**src/rtl/serial_bit_feeder.sv**
```systemverilog
// Parallel-to-serial stimulus feeder: accepts one word over valid/ready and
// shifts it out LSB-first on out_bit, holding each bit for hold+1 cycles.
module serial_bit_feeder #(
  parameter int WIDTH  = 8,
  parameter int LEN_W  = 4,
  parameter int HOLD_W = 4
) (
  input  logic              clk,
  input  logic              rst,
  input  logic              load_valid,
  output logic              load_ready,
  input  logic [WIDTH-1:0]  load_data,
  input  logic [LEN_W-1:0]  load_len,
  input  logic [HOLD_W-1:0] load_hold,
  input  logic              abort,
  output logic              out_bit,
  output logic              out_valid,
  output logic              busy,
  output logic              done
);

  typedef enum logic [1:0] {
    IDLE  = 2'd0,
    SHIFT = 2'd1,
    DONE  = 2'd2
  } state_t;

  localparam logic [LEN_W-1:0] WIDTH_LEN = LEN_W'(WIDTH);

  state_t              state_reg, state_next;
  logic [WIDTH-1:0]    shift_reg, shift_next;
  logic [LEN_W-1:0]    len_reg, len_next;
  logic [HOLD_W-1:0]   hold_reg, hold_next;
  logic [HOLD_W-1:0]   hold_cnt_reg, hold_cnt_next;
  logic [LEN_W-1:0]    bit_cnt_reg, bit_cnt_next;

  logic load_ready_reg, load_ready_next;
  logic out_bit_reg, out_bit_next;
  logic out_valid_reg, out_valid_next;
  logic busy_reg, busy_next;
  logic done_reg, done_next;

  logic [LEN_W-1:0] eff_len;
  logic             handshake;
  logic             last_hold;
  logic             last_bit;
  logic [WIDTH-1:0] shifted;

  // Words longer than the shifter are clamped so stray high bits never leak out.
  assign eff_len   = (load_len > WIDTH_LEN) ? WIDTH_LEN : load_len;
  assign handshake = load_valid && load_ready_reg;
  assign last_hold = (hold_cnt_reg == hold_reg);
  assign last_bit  = (bit_cnt_reg == (len_reg - LEN_W'(1)));

  genvar gi;
  generate
    for (gi = 0; gi < WIDTH; gi++) begin : g_shift
      if (gi == WIDTH - 1) begin : g_top
        assign shifted[gi] = 1'b0;
      end else begin : g_mid
        assign shifted[gi] = shift_reg[gi+1];
      end
    end
  endgenerate

  always_comb begin
    state_next    = state_reg;
    shift_next    = shift_reg;
    len_next      = len_reg;
    hold_next     = hold_reg;
    hold_cnt_next = hold_cnt_reg;
    bit_cnt_next  = bit_cnt_reg;

    case (state_reg)
      IDLE, DONE: begin
        if (handshake) begin
          shift_next    = load_data;
          len_next      = eff_len;
          hold_next     = load_hold;
          hold_cnt_next = '0;
          bit_cnt_next  = '0;
          state_next    = (eff_len == '0) ? DONE : SHIFT;
        end else begin
          state_next = IDLE;
        end
      end
      SHIFT: begin
        // Abort takes priority over completing the final bit.
        if (abort) begin
          state_next    = IDLE;
          shift_next    = '0;
          hold_cnt_next = '0;
          bit_cnt_next  = '0;
        end else if (last_hold) begin
          hold_cnt_next = '0;
          if (last_bit) begin
            state_next   = DONE;
            bit_cnt_next = '0;
            shift_next   = '0;
          end else begin
            bit_cnt_next = bit_cnt_reg + LEN_W'(1);
            shift_next   = shifted;
          end
        end else begin
          hold_cnt_next = hold_cnt_reg + HOLD_W'(1);
        end
      end
      default: begin
        state_next = IDLE;
      end
    endcase

    // Outputs are derived from next state so they land in registers.
    load_ready_next = (state_next != SHIFT);
    busy_next       = (state_next == SHIFT);
    out_valid_next  = (state_next == SHIFT);
    out_bit_next    = (state_next == SHIFT) && shift_next[0];
    done_next       = (state_next == DONE);
  end

  always_ff @(posedge clk) begin
    if (rst) begin
      state_reg      <= IDLE;
      shift_reg      <= '0;
      len_reg        <= '0;
      hold_reg       <= '0;
      hold_cnt_reg   <= '0;
      bit_cnt_reg    <= '0;
      load_ready_reg <= 1'b1;
      out_bit_reg    <= 1'b0;
      out_valid_reg  <= 1'b0;
      busy_reg       <= 1'b0;
      done_reg       <= 1'b0;
    end else begin
      state_reg      <= state_next;
      shift_reg      <= shift_next;
      len_reg        <= len_next;
      hold_reg       <= hold_next;
      hold_cnt_reg   <= hold_cnt_next;
      bit_cnt_reg    <= bit_cnt_next;
      load_ready_reg <= load_ready_next;
      out_bit_reg    <= out_bit_next;
      out_valid_reg  <= out_valid_next;
      busy_reg       <= busy_next;
      done_reg       <= done_next;
    end
  end

  assign load_ready = load_ready_reg;
  assign out_bit    = out_bit_reg;
  assign out_valid  = out_valid_reg;
  assign busy       = busy_reg;
  assign done       = done_reg;

endmodule
```
**config.mk**
```make
export PLATFORM = sky130hd
export DESIGN_NAME = serial_bit_feeder
export DESIGN_NICKNAME = d
export VERILOG_FILES = /design/src/rtl/serial_bit_feeder.sv
export SDC_FILE = /design/constraint.sdc
export NUM_CORES = 1
export LEC_CHECK = 0
export BUFFER_PORTS_ARGS = -buffer_cell sky130_fd_sc_hd__buf_2
export CAP_MARGIN = 25
export CORE_MARGIN = 5
export CORE_UTILIZATION = 40
export DETAILED_ROUTE_END_ITERATION = 16
export SYNTH_ARGS = -nofsm -noshare
export SYNTH_HDL_FRONTEND = slang
export SYNTH_SLANG_ARGS = --single-unit
```
**constraint.sdc**
```tcl
create_clock -name clk -period 2.05 [get_ports clk]
set_input_delay 0.205 -clock clk [delete_from_list [all_inputs] [get_ports clk]]
set_output_delay 0.205 -clock clk [all_outputs]
set_load 0.1 [all_outputs]
```
==> out/results.tsv, run 1 <==
metric	value	unit
status	complete, no violations	
cp_data_arrival_time	2.06	ns
dr_total_vias	1209	
netlist_area	1440	um2
diodes	0	
fin_setup_tns	0	ns
path_cells	inv_1 > ha_1 > xor3_1 > nor3_2 > a21boi_2 > buf_4 > a221oi_1 > nor3_1	
cpPeakStageDelay	0.38	ns
cts_sinks	30	
hold_class	in2reg	
cts_tree	done	
antenna_found_initial	0	
slew_violations	0	
ys_ff_latch	30	
die_y	70.1	um
clk_path_buf_depth	2	
coreArea	3420	um2
synthToLayoutAreaGrowth	16.3	%
cp-start-kind	register	
crit_slowest_cell	dfxtp_1	
port_buffers	24	
fmax	536	MHz
ant_nets	0	
syn_inst	160	
post_synth.cell_area_avg	9.02	um2
cts_hold_buf	0	
drc	0	
drt_iter0_markers	71	
dr.pass1.iters	4	
synth-main-ff-cell	dfxtp_1	
gp_congestion	0.776	
finalSetupViolCount	0	
die_area	4910	um2
die_x	70.1	um
finClkSkew	0.00941	ns
root_buffer	clkbuf_4	
final_cells	235	
synthArstFlopShare	0	
clk_latency	0.32	ns
synth-edff-count	0	
hold_viol	0	
initial_utilization	0.422	
period_needed	1.87	ns
drive_gt1_frac	0.259	
drt-wirelength-per-cell	12.8	um
clk_pin_slew_worst_paths	0.09	ns
yosysUniqueCellTypes	40	
synth-seq-area-share	0.416	
fin_crit_sh	0.911	
p_leak	0.687	nW
worst-setup-path-type	reg2reg	
rsz0062_at_grt	false	
overflow	0	
viasPerCell	5.14	
relSlewSlack	0.674	
pin_count	25	
grt_max_degree	27	
wl	3010	um
required	2.24	ns
worstPathMaxFanout	8	
endpoint_kind	register	
num-nets-final	211	
fillers	355	
hpwl	2270	um
rows	21	
grt_pass1_vias	1208	
numCtsBuffers	5	
largest_register_ffs	8	
cts.htree.levels	2	
maxCapViolCount	0	
yosysWarnings	0	
globalRouteTotalUtil	0.133	
placed_cells	226	
syn-num-nets	183	
vdd_ir_drop_max	371	uV
power_density	790	nW/um2
tightestPinTransition	0.489	ns
grt_pass1_wl	5290	um
cells in the final DEF, fill, tap and decap left out, drive strengths merged:
| master | count |
|---|---|
| dfxtp | 30 |
| buf | 30 |
| nor2 | 19 |
| nand2 | 17 |
| a21oi | 17 |
| nor3 | 11 |
| clkbuf | 7 |
| a221oi | 6 |
| xor2 | 5 |
| xnor2 | 4 |
| nand3b | 4 |
| o21ai | 4 |
| nor3b | 4 |
| nand3 | 4 |
| inv | 3 |
| nand4 | 3 |
| ha | 3 |
| nor4 | 2 |
| mux2i | 2 |
| a22oi | 2 |
| a21o | 1 |
| xor3 | 1 |
| a21boi | 1 |
| o41a | 1 |
| o41ai | 1 |
| o21a | 1 |
| nand4b | 1 |
| a31oi | 1 |
| and2 | 1 |
| nand2b | 1 |
| o31ai | 1 |
| clkinv | 1 |
where the power goes:
group	internal, W	leakage (nW)	switching [W]
Combinational	0.000109	0.407	0.000210
Clock	0.000166	0.0353	0.000188
Sequential	0.000625	0.245	0.0000272
worst paths after layout:
check | start | end | slack, ns | cells past startpoint
worst max register to register | len_reg[0] | shift_reg[1] | 0.18 | 8
worst min register to register | hold_reg[3] | hold_reg[3] | 0.47 | 2
worst max-delay path | len_reg[0] | shift_reg[1] | 0.18 | 8
worst min-delay path | load_hold[3] | hold_reg[3] | 0.11 | 3
timing repair:
item	in CTS	in global routing
buffers inserted	0	1
resized for setup	0	2
endpoints found under the setup margin	0	6
layer usage:
metal / up-vias / routed length (um) / global-route usage / part of all wire
met5: - / 0 / 0 / 0
met4: 0 / 41 / 0.0468 / 0.014
met3: 6 / 127 / 0.0473 / 0.042
met2: 19 / 1410 / 0.221 / 0.47
met1: 556 / 1430 / 0.158 / 0.48
li1: 628 / - / - / -
Yosys cell counts (2+ instances only):
| library cell | number | area [um2] |
|---|---|---|
| dfxtp_1 | 30 | 601 |
| nor2_1 | 18 | 67.6 |
| nand2_1 | 17 | 63.8 |
| a21oi_1 | 16 | 80.1 |
| nor3_1 | 9 | 45.0 |
| a221oi_1 | 6 | 52.6 |
| clkbuf_1 | 5 | 18.8 |
| xor2_1 | 5 | 43.8 |
| nand3b_1 | 4 | 30.0 |
| xnor2_1 | 4 | 35.0 |
| ha_1 | 3 | 37.5 |
| inv_1 | 3 | 11.3 |
| nand3_1 | 3 | 15.0 |
| nand4_1 | 3 | 18.8 |
| nor3b_1 | 3 | 22.5 |
| o21ai_0 | 3 | 15.0 |
| a22oi_1 | 2 | 15.0 |
| mux2i_1 | 2 | 20.0 |
| nor3_2 | 2 | 20.0 |
| nor4_1 | 2 | 12.5 |
worst max-delay path, delay by kind of cell, from the launching register on:
kind / cells / cell delay [ns]
AO/OA/AOI/OAI: 2 / 0.40
XOR/XNOR: 1 / 0.20
adder cells (fa/ha/maj): 1 / 0.19
buffers and inverters: 2 / 0.24
flip-flops: 1 / 0.38
AND/OR/NAND/NOR: 2 / 0.32
final cells by class:
class | count | area, um2 | share of cell area
clock inverters | 1 | 5.00 | 0.00298
flip-flops and latches | 30 | 602 | 0.359
multi-input cells | 118 | 782 | 0.466
repair buffers | 30 | 165 | 0.0984
clock buffers | 7 | 55.1 | 0.0328
well taps | 46 | 57.6 | 0.0343
inverters | 3 | 11.3 | 0.00671
cells by family after synthesis:
group,count (synthesis),share of synthesized area
AND/OR/NAND/NOR,67,0.249
XOR/XNOR,10,0.0711
flip-flops,30,0.416
adder cells (fa/ha/maj),3,0.0260
buffers and inverters,12,0.0477
multiplexers,2,0.0139
AO/OA/AOI/OAI,36,0.176
metrics by stage:
| step | util | cell area [um2] | hold WS, ns | worst slack [ns] | power (W) |
|---|---|---|---|---|---|
| after global routing | 0.491 | 1680 | 0.104 | 0.00129 | 0.00141 |
| after floorplan | - | 1440 | 0.341 | 0.271 | 0.000915 |
| final | 0.491 | 1680 | 0.114 | 0.183 | 0.00132 |
| after global placement | 0.469 | 1600 | 0.446 | 0.189 | 0.000975 |
| after detailed placement | 0.469 | 1600 | 0.453 | 0.0928 | 0.000981 |
| after CTS | 0.486 | 1660 | 0.105 | 0.100 | 0.00134 |
No activity file was read; power rests on OpenSTA's default activity.
==> run 2: changes to the inputs <==
--- a/config.mk
+++ b/config.mk
@@ -8,8 +8,9 @@
 export BUFFER_PORTS_ARGS = -buffer_cell sky130_fd_sc_hd__buf_2
 export CAP_MARGIN = 25
 export CORE_MARGIN = 5
-export CORE_UTILIZATION = 40
+export CORE_UTILIZATION = 54
 export DETAILED_ROUTE_END_ITERATION = 16
+export PLACE_DENSITY = 0.77
 export SYNTH_ARGS = -nofsm -noshare
 export SYNTH_HDL_FRONTEND = slang
 export SYNTH_SLANG_ARGS = --single-unit
==> run 2 against run 1 <==
  * Sequential power hardly changed
  * Non-clock buffer count shrank 2
  * Critical path depth unchanged
  * Final cell count down 8.1%
  * Global-route usage increased by 5.3 points
  * Combinational power shrank 3%
  * Critical path type unchanged
  * Clock skew down 0.0017 ns
  * Total power is 3.2% lower
  * Clock-buffer cell count stayed put
  * Worst hold slack worse by 0.0015 ns
  * Routed wire length is 0.67% higher
  * Core utilization increased by 15 points
==> out/results.tsv, run 2 (synthesis gave the netlist of run 1 again) <==
metric	value	unit	change
status	complete, no violations		
die_x	61.7	um	-12%
fin_crit_sh	0.940		+0.0290
rsz0062_at_grt	false		
required	2.24	ns	about the same
layout.cells.most_common_list	dfxtp_1 (29), buf_2 (24), nor2_1 (18)		
slew_violations	0		unchanged
coreArea	2520	um2	-26%
endpoint_kind	register		
hpwl	2280	um	+0.24%
ant_nets	0		unchanged
synthToLayoutAreaGrowth	12.4	%	
hold_viol	0		unchanged
largest_register_ffs	8		unchanged
maxCapViolCount	0		unchanged
globalRouteTotalUtil	0.186		+0.0531
die_area	3810	um2	-22%
placed_cells	209		-7.5%
period_needed	1.93	ns	+0.0594 ns
worst_slack	0.123	ns	-0.0594 ns
cp-start-kind	register		
grt_max_degree	27		unchanged
initial_utilization	0.572		+0.150
worst-setup-path-type	reg2reg		
viasPerCell	5.81		+13%
grt_pass1_vias	1230		+1.8%
holdWs	0.113	ns	-0.00145 ns
gp_congestion	0.816		+5.2%
drc	0		unchanged
relSlewSlack	0.683		+0.00845
numCtsBuffers	5		unchanged
cts_hold_buf	0		unchanged
tightestPinTransition	0.473	ns	-0.0159 ns
die_y	61.7	um	-12%
wl	3030	um	+0.67%
num-nets-final	209		-0.95%
vdd_ir_drop_max	564	uV	+52%
rows	18		-14%
hold_class	in2reg		
pin_count	25		unchanged
post-place-ws	0.0195	ns	-0.0734 ns
p_leak	0.663	nW	-3.4%
antenna_found_initial	0		unchanged
fin_setup_tns	0	ns	unchanged
power_density	791	nW/um2	+0.19%
dr_total_vias	1254		+3.7%
layout_commonest_cell	dfxtp_1		
clk_latency	0.32	ns	about the same
root_buffer	clkbuf_4		
cp_data_arrival_time	2.12	ns	+0.06 ns
finClkSkew	0.00769	ns	-0.00172 ns
placed_area	1570	um2	-1.7%
final_cells	216		-8.1%
worstPathMaxFanout	8		unchanged
cts_tree	done		
clk_pin_slew_worst_paths	0.09	ns	about the same
drt_iter0_markers	47		-34%
grt_pass1_wl	5220	um	-1.3%
dr.pass1.iters	4		unchanged
drt-wirelength-per-cell	14.0	um	+9.5%
design_area	1620	um2	-3.4%
finalSetupViolCount	0		unchanged
port_buffers	24		unchanged
clk_path_buf_depth	2		unchanged
cts.htree.levels	2		unchanged
postCtsSetupBuffers	0		unchanged
diodes	0		unchanged
cts_sinks	30		unchanged
overflow	0		unchanged
fmax	519	MHz	-3.1%
drive_gt1_frac	0.237		-0.0227
## run 2: changes by cell type in the layout (fill, tap and decap cells not counted)
cell / before / now
clkbuf_1: 1 / 2
buf_4: 6 / 4
clkinv_2: 1 / 0
a221oi_2: 1 / 0
o21ai_1: 1 / 2
o21ai_0: 3 / 2
clkbuf_8: 1 / 0
a221oi_1: 5 / 6
## run 2: cell type report
cell class | count | area [um2]
Fill cell | 217 | 901
Multi-Input combinational cell | 118 | 776
Sequential cell | 30 | 602
Timing Repair Buffer | 28 | 150
Clock buffer | 7 | 45.0
Tap cell | 30 | 37.5
Inverter | 3 | 11.3
## run 2: final timing paths
kind	start	slack (ns)	depth (start not counted)	to
max	len_reg[0]	0.12	8	shift_reg[5]
min	load_hold[0]	0.11	3	hold_reg[0]
max reg2reg	len_reg[0]	0.12	8	shift_reg[5]
min reg2reg	len_reg[3]	0.48	2	len_reg[3]
## run 2: per-stage QoR
stage	power (W)	util
after floorplan	0.000915	-
after global placement	0.000965	0.624
after detailed placement	0.000977	0.624
final	0.00128	0.643
after CTS	0.00130	0.642
after global routing	0.00136	0.643
## run 2: what timing repair did
| item | CTS | global route |
|---|---|---|
| setup endpoints to repair | 2 | 6 |
| pin swaps | 0 | 0 |
| resized for setup | 1 | 1 |
## run 2: worst max-delay path, stage by stage (launching register included)
cell and delay [ns]:
dfxtp_1 0.41, inv_1 0.06, ha_1 0.30, xnor2_1 0.14, nor3_2 0.23, a21boi_2 0.09, buf_4 0.17, a221oi_1 0.30
nor3_1 0.09
## run 2: metal layers
metal / wire [um] / vias to the layer above / track usage / share of wire
li1: - / 624 / - / -
met1: 1290 / 597 / 0.206 / 0.43
met2: 1520 / 27 / 0.317 / 0.50
met3: 177 / 6 / 0.0776 / 0.058
met4: 36 / 0 / 0.0727 / 0.012
met5: 0 / - / 0 / 0
## run 2: where the power goes
part / total (W) / internal (W) / switching (W) / leakage, nW
clock network: 0.000319 / 0.000129 / 0.000190 / 0.0254
logic: 0.000310 / 0.000104 / 0.000206 / 0.393
registers: 0.000653 / 0.000625 / 0.0000288 / 0.245
total: 0.00128 / 0.000857 / 0.000425 / 0.663
